$ cat src/rtl/mac_share_if.sv
// Requester-side bus for the shared MAC arbiter: per-requester operand handshakes plus the tagged result.
// ack_o[k] is a same-cycle combinational reply to req_i[k]; a pair transfers on any clock edge where both are high.
interface mac_share_if #(
    parameter int N_REQ     = 4,
    parameter int A_WIDTH   = 24,
    parameter int B_WIDTH   = 24,
    parameter int ACC_WIDTH = 56
);
    localparam int IW = $clog2(N_REQ);

    logic [N_REQ-1:0]         req_i;
    logic [N_REQ-1:0]         last_i;
    logic [N_REQ*A_WIDTH-1:0] a_i;
    logic [N_REQ*B_WIDTH-1:0] b_i;
    logic [N_REQ-1:0]         ack_o;
    logic [N_REQ-1:0]         grant_o;
    logic                     busy_o;
    logic [ACC_WIDTH-1:0]     result_o;
    logic [IW-1:0]            result_id_o;
    logic                     result_valid_o;
    logic                     fsm_state;

    modport master (
        output req_i, last_i, a_i, b_i,
        input  ack_o, grant_o, busy_o, result_o, result_id_o, result_valid_o, fsm_state
    );

    modport slave (
        input  req_i, last_i, a_i, b_i,
        output ack_o, grant_o, busy_o, result_o, result_id_o, result_valid_o, fsm_state
    );
endinterface

$ cat src/rtl/mac_share_arbiter.sv
// One pipelined signed MAC shared by N_REQ burst requesters; whole bursts are granted round-robin
// and each burst returns a single tagged accumulated result.
module mac_share_arbiter #(
    parameter int N_REQ        = 4,
    parameter int A_WIDTH      = 24,
    parameter int B_WIDTH      = 24,
    parameter int ACC_WIDTH    = 56,
    parameter int MULT_LATENCY = 2
) (
    input  logic       clk_i,
    input  logic       reset,
    mac_share_if.slave bus
);
    localparam int IW = $clog2(N_REQ);
    localparam int PW = A_WIDTH + B_WIDTH;
    localparam int ML = MULT_LATENCY;

    typedef enum logic {IDLE = 1'b0, BURST = 1'b1} state_t;

    state_t           state, state_n;
    logic [IW-1:0]    owner, owner_n;
    logic [IW-1:0]    rr_ptr, rr_ptr_n;
    logic [N_REQ-1:0] grant, grant_n;
    logic [N_REQ-1:0] ack;
    logic             first_pending, first_n;
    logic             accept;
    logic             own_req, own_last;

    logic [IW-1:0]    pick_hi, pick_lo, pick;
    logic             hi_found, lo_found;

    logic signed [A_WIDTH-1:0] a_sel;
    logic signed [B_WIDTH-1:0] b_sel;
    logic signed [PW-1:0]      prod_c;

    logic [ML-1:0]             p_valid, p_first, p_last;
    logic [IW-1:0]             p_id   [ML];
    logic signed [PW-1:0]      p_prod [ML];

    logic signed [ACC_WIDTH-1:0] prod_ext, acc, acc_next, result;
    logic [IW-1:0]               result_id;
    logic                        result_valid;

    // Round-robin pick: lowest requester above rr_ptr wins, else lowest at or below it (wrap).
    always_comb begin
        hi_found = 1'b0;
        lo_found = 1'b0;
        pick_hi  = '0;
        pick_lo  = '0;
        for (int k = N_REQ - 1; k >= 0; k--) begin
            if (bus.req_i[k]) begin
                if (IW'(k) > rr_ptr) begin
                    hi_found = 1'b1;
                    pick_hi  = IW'(k);
                end else begin
                    lo_found = 1'b1;
                    pick_lo  = IW'(k);
                end
            end
        end
        pick = hi_found ? pick_hi : pick_lo;
    end

    always_comb begin
        own_req  = 1'b0;
        own_last = 1'b0;
        a_sel    = '0;
        b_sel    = '0;
        for (int k = 0; k < N_REQ; k++) begin
            if (owner == IW'(k)) begin
                own_req  = bus.req_i[k];
                own_last = bus.last_i[k];
                a_sel    = bus.a_i[k*A_WIDTH +: A_WIDTH];
                b_sel    = bus.b_i[k*B_WIDTH +: B_WIDTH];
            end
        end
    end

    always_ff @(posedge clk_i) begin
        if (reset) begin
            state         <= IDLE;
            owner         <= '0;
            grant         <= '0;
            rr_ptr        <= IW'(N_REQ - 1);
            first_pending <= 1'b0;
        end else begin
            state         <= state_n;
            owner         <= owner_n;
            grant         <= grant_n;
            rr_ptr        <= rr_ptr_n;
            first_pending <= first_n;
        end
    end

    always_comb begin
        state_n  = state;
        owner_n  = owner;
        grant_n  = grant;
        rr_ptr_n = rr_ptr;
        first_n  = first_pending;
        ack      = '0;
        accept   = 1'b0;
        case (state)
            IDLE: begin
                if (hi_found || lo_found) begin
                    owner_n       = pick;
                    grant_n       = '0;
                    grant_n[pick] = 1'b1;
                    first_n       = 1'b1;
                    state_n       = BURST;
                end
            end
            BURST: begin
                // A dropped owner request simply stalls; the grant is never pre-empted.
                if (own_req) begin
                    accept     = 1'b1;
                    ack[owner] = 1'b1;
                    first_n    = 1'b0;
                    if (own_last) begin
                        rr_ptr_n = owner;
                        grant_n  = '0;
                        state_n  = IDLE;
                    end
                end
            end
            default: state_n = IDLE;
        endcase
    end

    assign prod_c = a_sel * b_sel;

    always_ff @(posedge clk_i) begin
        if (reset) begin
            p_valid <= '0;
            p_first <= '0;
            p_last  <= '0;
            for (int s = 0; s < ML; s++) p_id[s] <= '0;
        end else begin
            p_valid[0] <= accept;
            p_first[0] <= first_pending;
            p_last[0]  <= own_last;
            p_id[0]    <= owner;
            for (int s = 1; s < ML; s++) begin
                p_valid[s] <= p_valid[s-1];
                p_first[s] <= p_first[s-1];
                p_last[s]  <= p_last[s-1];
                p_id[s]    <= p_id[s-1];
            end
        end
    end

    always_ff @(posedge clk_i) begin
        p_prod[0] <= prod_c;
        for (int s = 1; s < ML; s++) p_prod[s] <= p_prod[s-1];
    end

    // The first tag restarts the sum, so overlapping bursts never mix.
    assign prod_ext = ACC_WIDTH'(p_prod[ML-1]);
    assign acc_next = p_first[ML-1] ? prod_ext : acc + prod_ext;

    always_ff @(posedge clk_i) begin
        if (reset) begin
            acc          <= '0;
            result       <= '0;
            result_id    <= '0;
            result_valid <= 1'b0;
        end else begin
            result_valid <= p_valid[ML-1] & p_last[ML-1];
            if (p_valid[ML-1]) begin
                acc <= acc_next;
                if (p_last[ML-1]) begin
                    result    <= acc_next;
                    result_id <= p_id[ML-1];
                end
            end
        end
    end

    assign bus.ack_o          = ack;
    assign bus.grant_o        = grant;
    assign bus.busy_o         = (state == BURST);
    assign bus.fsm_state      = state;
    assign bus.result_o       = result;
    assign bus.result_id_o    = result_id;
    assign bus.result_valid_o = result_valid;
endmodule

$ cat src/flat_wrapper.sv
// flat-port wrapper written by rule: the top's interface ports become plain ports
module mac_share_arbiter_flat 
#(
    parameter int N_REQ        = 4,
    parameter int A_WIDTH      = 24,
    parameter int B_WIDTH      = 24,
    parameter int ACC_WIDTH    = 56,
    parameter int MULT_LATENCY = 2
)
  (clk_i, reset, bus_req_i, bus_last_i, bus_a_i, bus_b_i, bus_ack_o, bus_grant_o, bus_busy_o, bus_result_o, bus_result_id_o, bus_result_valid_o, bus_fsm_state);
  mac_share_if #(.N_REQ(N_REQ), .A_WIDTH(A_WIDTH), .B_WIDTH(B_WIDTH), .ACC_WIDTH(ACC_WIDTH)) bus_i ();
  input  logic clk_i;
  input  logic reset;
  input wire logic [$bits(bus_i.req_i)-1:0] bus_req_i;
  input wire logic [$bits(bus_i.last_i)-1:0] bus_last_i;
  input wire logic [$bits(bus_i.a_i)-1:0] bus_a_i;
  input wire logic [$bits(bus_i.b_i)-1:0] bus_b_i;
  output wire logic [$bits(bus_i.ack_o)-1:0] bus_ack_o;
  output wire logic [$bits(bus_i.grant_o)-1:0] bus_grant_o;
  output wire logic [$bits(bus_i.busy_o)-1:0] bus_busy_o;
  output wire logic [$bits(bus_i.result_o)-1:0] bus_result_o;
  output wire logic [$bits(bus_i.result_id_o)-1:0] bus_result_id_o;
  output wire logic [$bits(bus_i.result_valid_o)-1:0] bus_result_valid_o;
  output wire logic [$bits(bus_i.fsm_state)-1:0] bus_fsm_state;
  assign bus_i.req_i = bus_req_i;
  assign bus_i.last_i = bus_last_i;
  assign bus_i.a_i = bus_a_i;
  assign bus_i.b_i = bus_b_i;
  assign bus_ack_o = bus_i.ack_o;
  assign bus_grant_o = bus_i.grant_o;
  assign bus_busy_o = bus_i.busy_o;
  assign bus_result_o = bus_i.result_o;
  assign bus_result_id_o = bus_i.result_id_o;
  assign bus_result_valid_o = bus_i.result_valid_o;
  assign bus_fsm_state = bus_i.fsm_state;
  mac_share_arbiter #(.N_REQ(N_REQ), .A_WIDTH(A_WIDTH), .B_WIDTH(B_WIDTH), .ACC_WIDTH(ACC_WIDTH), .MULT_LATENCY(MULT_LATENCY)) u_core (.clk_i(clk_i), .reset(reset), .bus(bus_i));
endmodule
$ cat config.mk
export PLATFORM = sky130hd
export DESIGN_NAME = mac_share_arbiter_flat
export DESIGN_NICKNAME = d
export VERILOG_FILES = /design/src/rtl/mac_share_if.sv /design/src/rtl/mac_share_arbiter.sv /design/src/flat_wrapper.sv
export SDC_FILE = /design/constraint.sdc
export NUM_CORES = 2
export LEC_CHECK = 0
export ABC_CLOCK_PERIOD_IN_PS = 14900
export BUFFER_PORTS_ARGS = -buffer_cell sky130_fd_sc_hd__clkbuf_2
export CAP_MARGIN = 20
export CORE_ASPECT_RATIO = 0.9
export CORE_MARGIN = 2
export CORE_UTILIZATION = 40
export CTS_BUF_LIST = sky130_fd_sc_hd__clkbuf_16
export CTS_CLUSTER_SIZE = 10
export DETAILED_ROUTE_END_ITERATION = 8
export PLACE_DENSITY_LB_ADDON = 0.12
export SYNTH_ARGS = -nofsm -noshare
export SYNTH_HDL_FRONTEND = slang
export SYNTH_SLANG_ARGS = --single-unit
$ cat constraint.sdc
create_clock -name clk_i -period 14.9 [get_ports clk_i]
set_clock_uncertainty 0.2 [all_clocks]
set_input_delay 2.235 -clock clk_i [delete_from_list [all_inputs] [get_ports clk_i]]
set_output_delay 2.235 -clock clk_i [all_outputs]
set_load 0.02 [all_outputs]
==> flow_metrics.py <==
metrics = {
    "status": {
        "outcome": "finished, final reports clean",
    },
    "cells_and_area": {
        "n_antenna_cell": 0,
        "areaGrowthSynthToFinish_pct": 9.47,
        "postLayoutCellArea_mm2": 0.0357,
        "fill_cells": 8086,
        "layoutNonFillerInstCount": 4889,
        "drive_gt1_share_pct": 11.5,
        "nets": 4822,
    },
    "critical_path": {
        "start_kind": "primary input",
        "worstSetupStartpoint": "bus_a_i[23]",
        "crit_buf_inv": 6,
        "cp.arrival_ns": 10.26,
        "crit_family": "adder cells",
        "cpMostUsedCell": "fa_1",
        "slowest_stage": "fa_1",
        "reg2reg_from": "u_core.owner[1]",
        "path_max_fanout": 8,
        "crit_cells": 26,
        "endpoint_kind": "flip-flop",
        "critical_path_class": "primary input to flip-flop",
        "worstPathRequired_ns": 15.16,
        "cp_slowest_stage_delay_ns": 0.69,
        "rr_worst_depth": 26,
    },
    "global_routing": {
        "grt_max_degree": 104,
        "grt_pass1_vias": 26000,
        "antenna_found_initial": 1,
        "grt_usage_pct": 23.5,
        "grt_pass1_wl_um": 153000,
        "overflow": 0,
    },
    "run": {
        "cap_viol_max_count": 0,
    },
    "synthesis": {
        "synth_top_area_cell": "fa_1",
        "synthCells": 3658,
        "synth_edf_count": 0,
        "synth_area_mm2": 0.0326,
        "synth_nets": 4657,
        "avgSynthCellArea_um2": 8.92,
        "ys_seq_area_share_pct": 14.2,
        "synth.distinct_cells": 80,
        "netlist_top_cells_count": "635 x inv_1, 608 x fa_1, 408 x nor2_1",
        "ys.flop_type": "dfxtp_1",
        "async_flop_share_pct": 0,
        "yosysWarnings": 0,
        "synth.most_common_cell": "inv_1",
        "synth_area_leaders": "fa_1 37%, dfxtp_1 14%, inv_1 7.3%",
        "yosys_register_bits": 231,
        "synth.top_cell.area_share_pct": 37.3,
    },
    "drt": {
        "drtPass1Iterations": 5,
        "via_count": 25200,
        "vias_per_cell": 5.15,
        "ant_nets": 0,
        "drtIter0Drc": 1842,
        "drc_errors": 0,
        "wl_per_cell_um": 19.9,
        "routed_wl_um": 97300,
    },
    "sta": {
        "fin_setup_tns_ns": 0,
        "finalSetupViolCount": 0,
        "tightest_slew_ns": 1.28,
        "max_freq_ghz": 0.100,
        "rsz0062_at_grt": "no",
        "timing.final.crit_share_pct": 67.1,
        "max_slew_margin_pct": 14.3,
        "hold_viol_final": 0,
        "finalMaxSlewViolations": 0,
        "period_needed_ns": 10.00,
        "setup_slack_ns": 4.90,
    },
    "cts": {
        "post_cts_buffers": 0,
        "root_buffer": "clkbuf_16",
        "holdBufCountCts": 0,
        "path_clk_slew_ns": 0.06,
        "cts_buffers": 27,
        "cts_tree": "done",
        "cts-resized-gates": 0,
        "cts-htree-levels": 1,
        "clock_sinks": 231,
        "insertion_delay_ns": 0.54,
        "cts_max_path_buffers": 3,
    },
    "place": {
        "dp_hpwl_um": 78400,
        "gp_congestion": 0.887,
        "place_area_mm2": 0.0350,
        "dp.cells": 4853,
        "port_buffers": 270,
        "pre_cts_ws_ns": 4.39,
    },
    "floorplan": {
        "fp.dieW_um": 305,
        "die_height_um": 275,
        "dieArea_mm2": 0.0839,
        "std_cell_rows": 99,
        "initial_core_util_pct": 40.3,
        "coreArea_mm2": 0.0809,
        "boundaryPins": 271,
    },
    "worst_hold_path": {
        "hp-class": "flip-flop to flip-flop",
        "whs_path_depth": 0,
        "hp-start": "u_core.p_prod[0][14]",
    },
}
==> sequential cells by signal (all words and copies together), names as in the netlist <==
signal	flops
u_core.bus.result_o	56
u_core.p_valid	2
u_core.p_id	4
u_core.acc	56
u_core.p_prod	96
u_core.p_first	2
u_core.bus.result_id_o	2
u_core.bus.result_valid_o	1
u_core.bus.busy_o	1
u_core.p_last	2
u_core.owner	2
u_core.rr_ptr	2
u_core.bus.grant_o	4
u_core.first_pending	1
==> layout by cell type, fill, tap and decap left out, types with 26 or more instances in the layout <==
master / Yosys / final
mux2i_1: 57 / 57
nor2_1: 408 / 408
dfxtp_1: 231 / 227
fa_1: 608 / 608
o21a_1: 39 / 39
inv_1: 635 / 640
and2_1: 47 / 46
a21o_1: 55 / 55
clkbuf_2: 2 / 269
buf_4: 1 / 44
clkbuf_16: 0 / 27
a211oi_1: 83 / 83
xnor2_1: 73 / 73
a21oi_1: 157 / 157
o21ai_0: 103 / 93
mux2_2: 38 / 38
xor2_1: 28 / 28
nor2b_1: 35 / 35
nand2b_1: 26 / 26
ha_1: 189 / 189
nand2_1: 404 / 404
==> metrics by stage <==
stage | utilization [%] | hold WS [ns]
3_3_place_gp | 43.2 | 0.110
3_5_place_dp | 43.2 | 0.112
2_1_floorplan | - | 0.110
5_1_grt | 44.2 | 0.125
6_report | 44.2 | 0.116
4_1_cts | 44.1 | 0.114
==> worst register-to-register path, delay by kind of cell, from the launching register on <==
kind / cells / cell delay, ns
xor+xnor: 1 / 0.14
compound gates: 8 / 2.41
simple gates: 2 / 0.51
mux: 1 / 0.44
fa+ha+maj: 8 / 4.20
flops: 1 / 0.63
buf+inv: 6 / 1.09
==> per-layer routing <==
metal	wire length [um]	global-route usage, %
met5	0	0
met1	48300	35.7
met3	6340	2.63
met4	1670	3.96
met2	40900	36.5
==> kinds of logic (layout without fill, tap and decap cells) <==
| group | after synthesis | in the layout | share of synthesized area [%] |
|---|---|---|---|
| simple gates | 1022 | 1022 | 13.3 |
| fa+ha+maj | 797 | 797 | 44.6 |
| xor+xnor | 101 | 101 | 2.71 |
| flops | 231 | 231 | 14.2 |
| compound gates | 584 | 584 | 11.8 |
| mux | 108 | 108 | 3.92 |
| buf+inv | 815 | 986 | 9.48 |
==> path summary, 6_finish.rpt <==
check	to	slack, ns
max	u_core.p_prod[0][46]	4.90
min	u_core.p_prod[0][62]	0.12
max reg2reg	u_core.p_prod[0][46]	5.20
min reg2reg	u_core.p_prod[0][62]	0.12
==> cell type report <==
cell class | instances | area [um2] | area share, %
clock buffer | 27 | 676 | 1.89
clock inverter | 8 | 36.3 | 0.102
timing repair buffer | 314 | 1700 | 4.77
sequential | 231 | 4640 | 13.0
inverter | 637 | 2390 | 6.69
multi-input combinational | 2612 | 24900 | 69.8
tap | 1060 | 1330 | 3.71
Power is left out: the tool's default activity adds up to more than one toggle a clock period on the data nets, which glitch-free logic cannot reach.
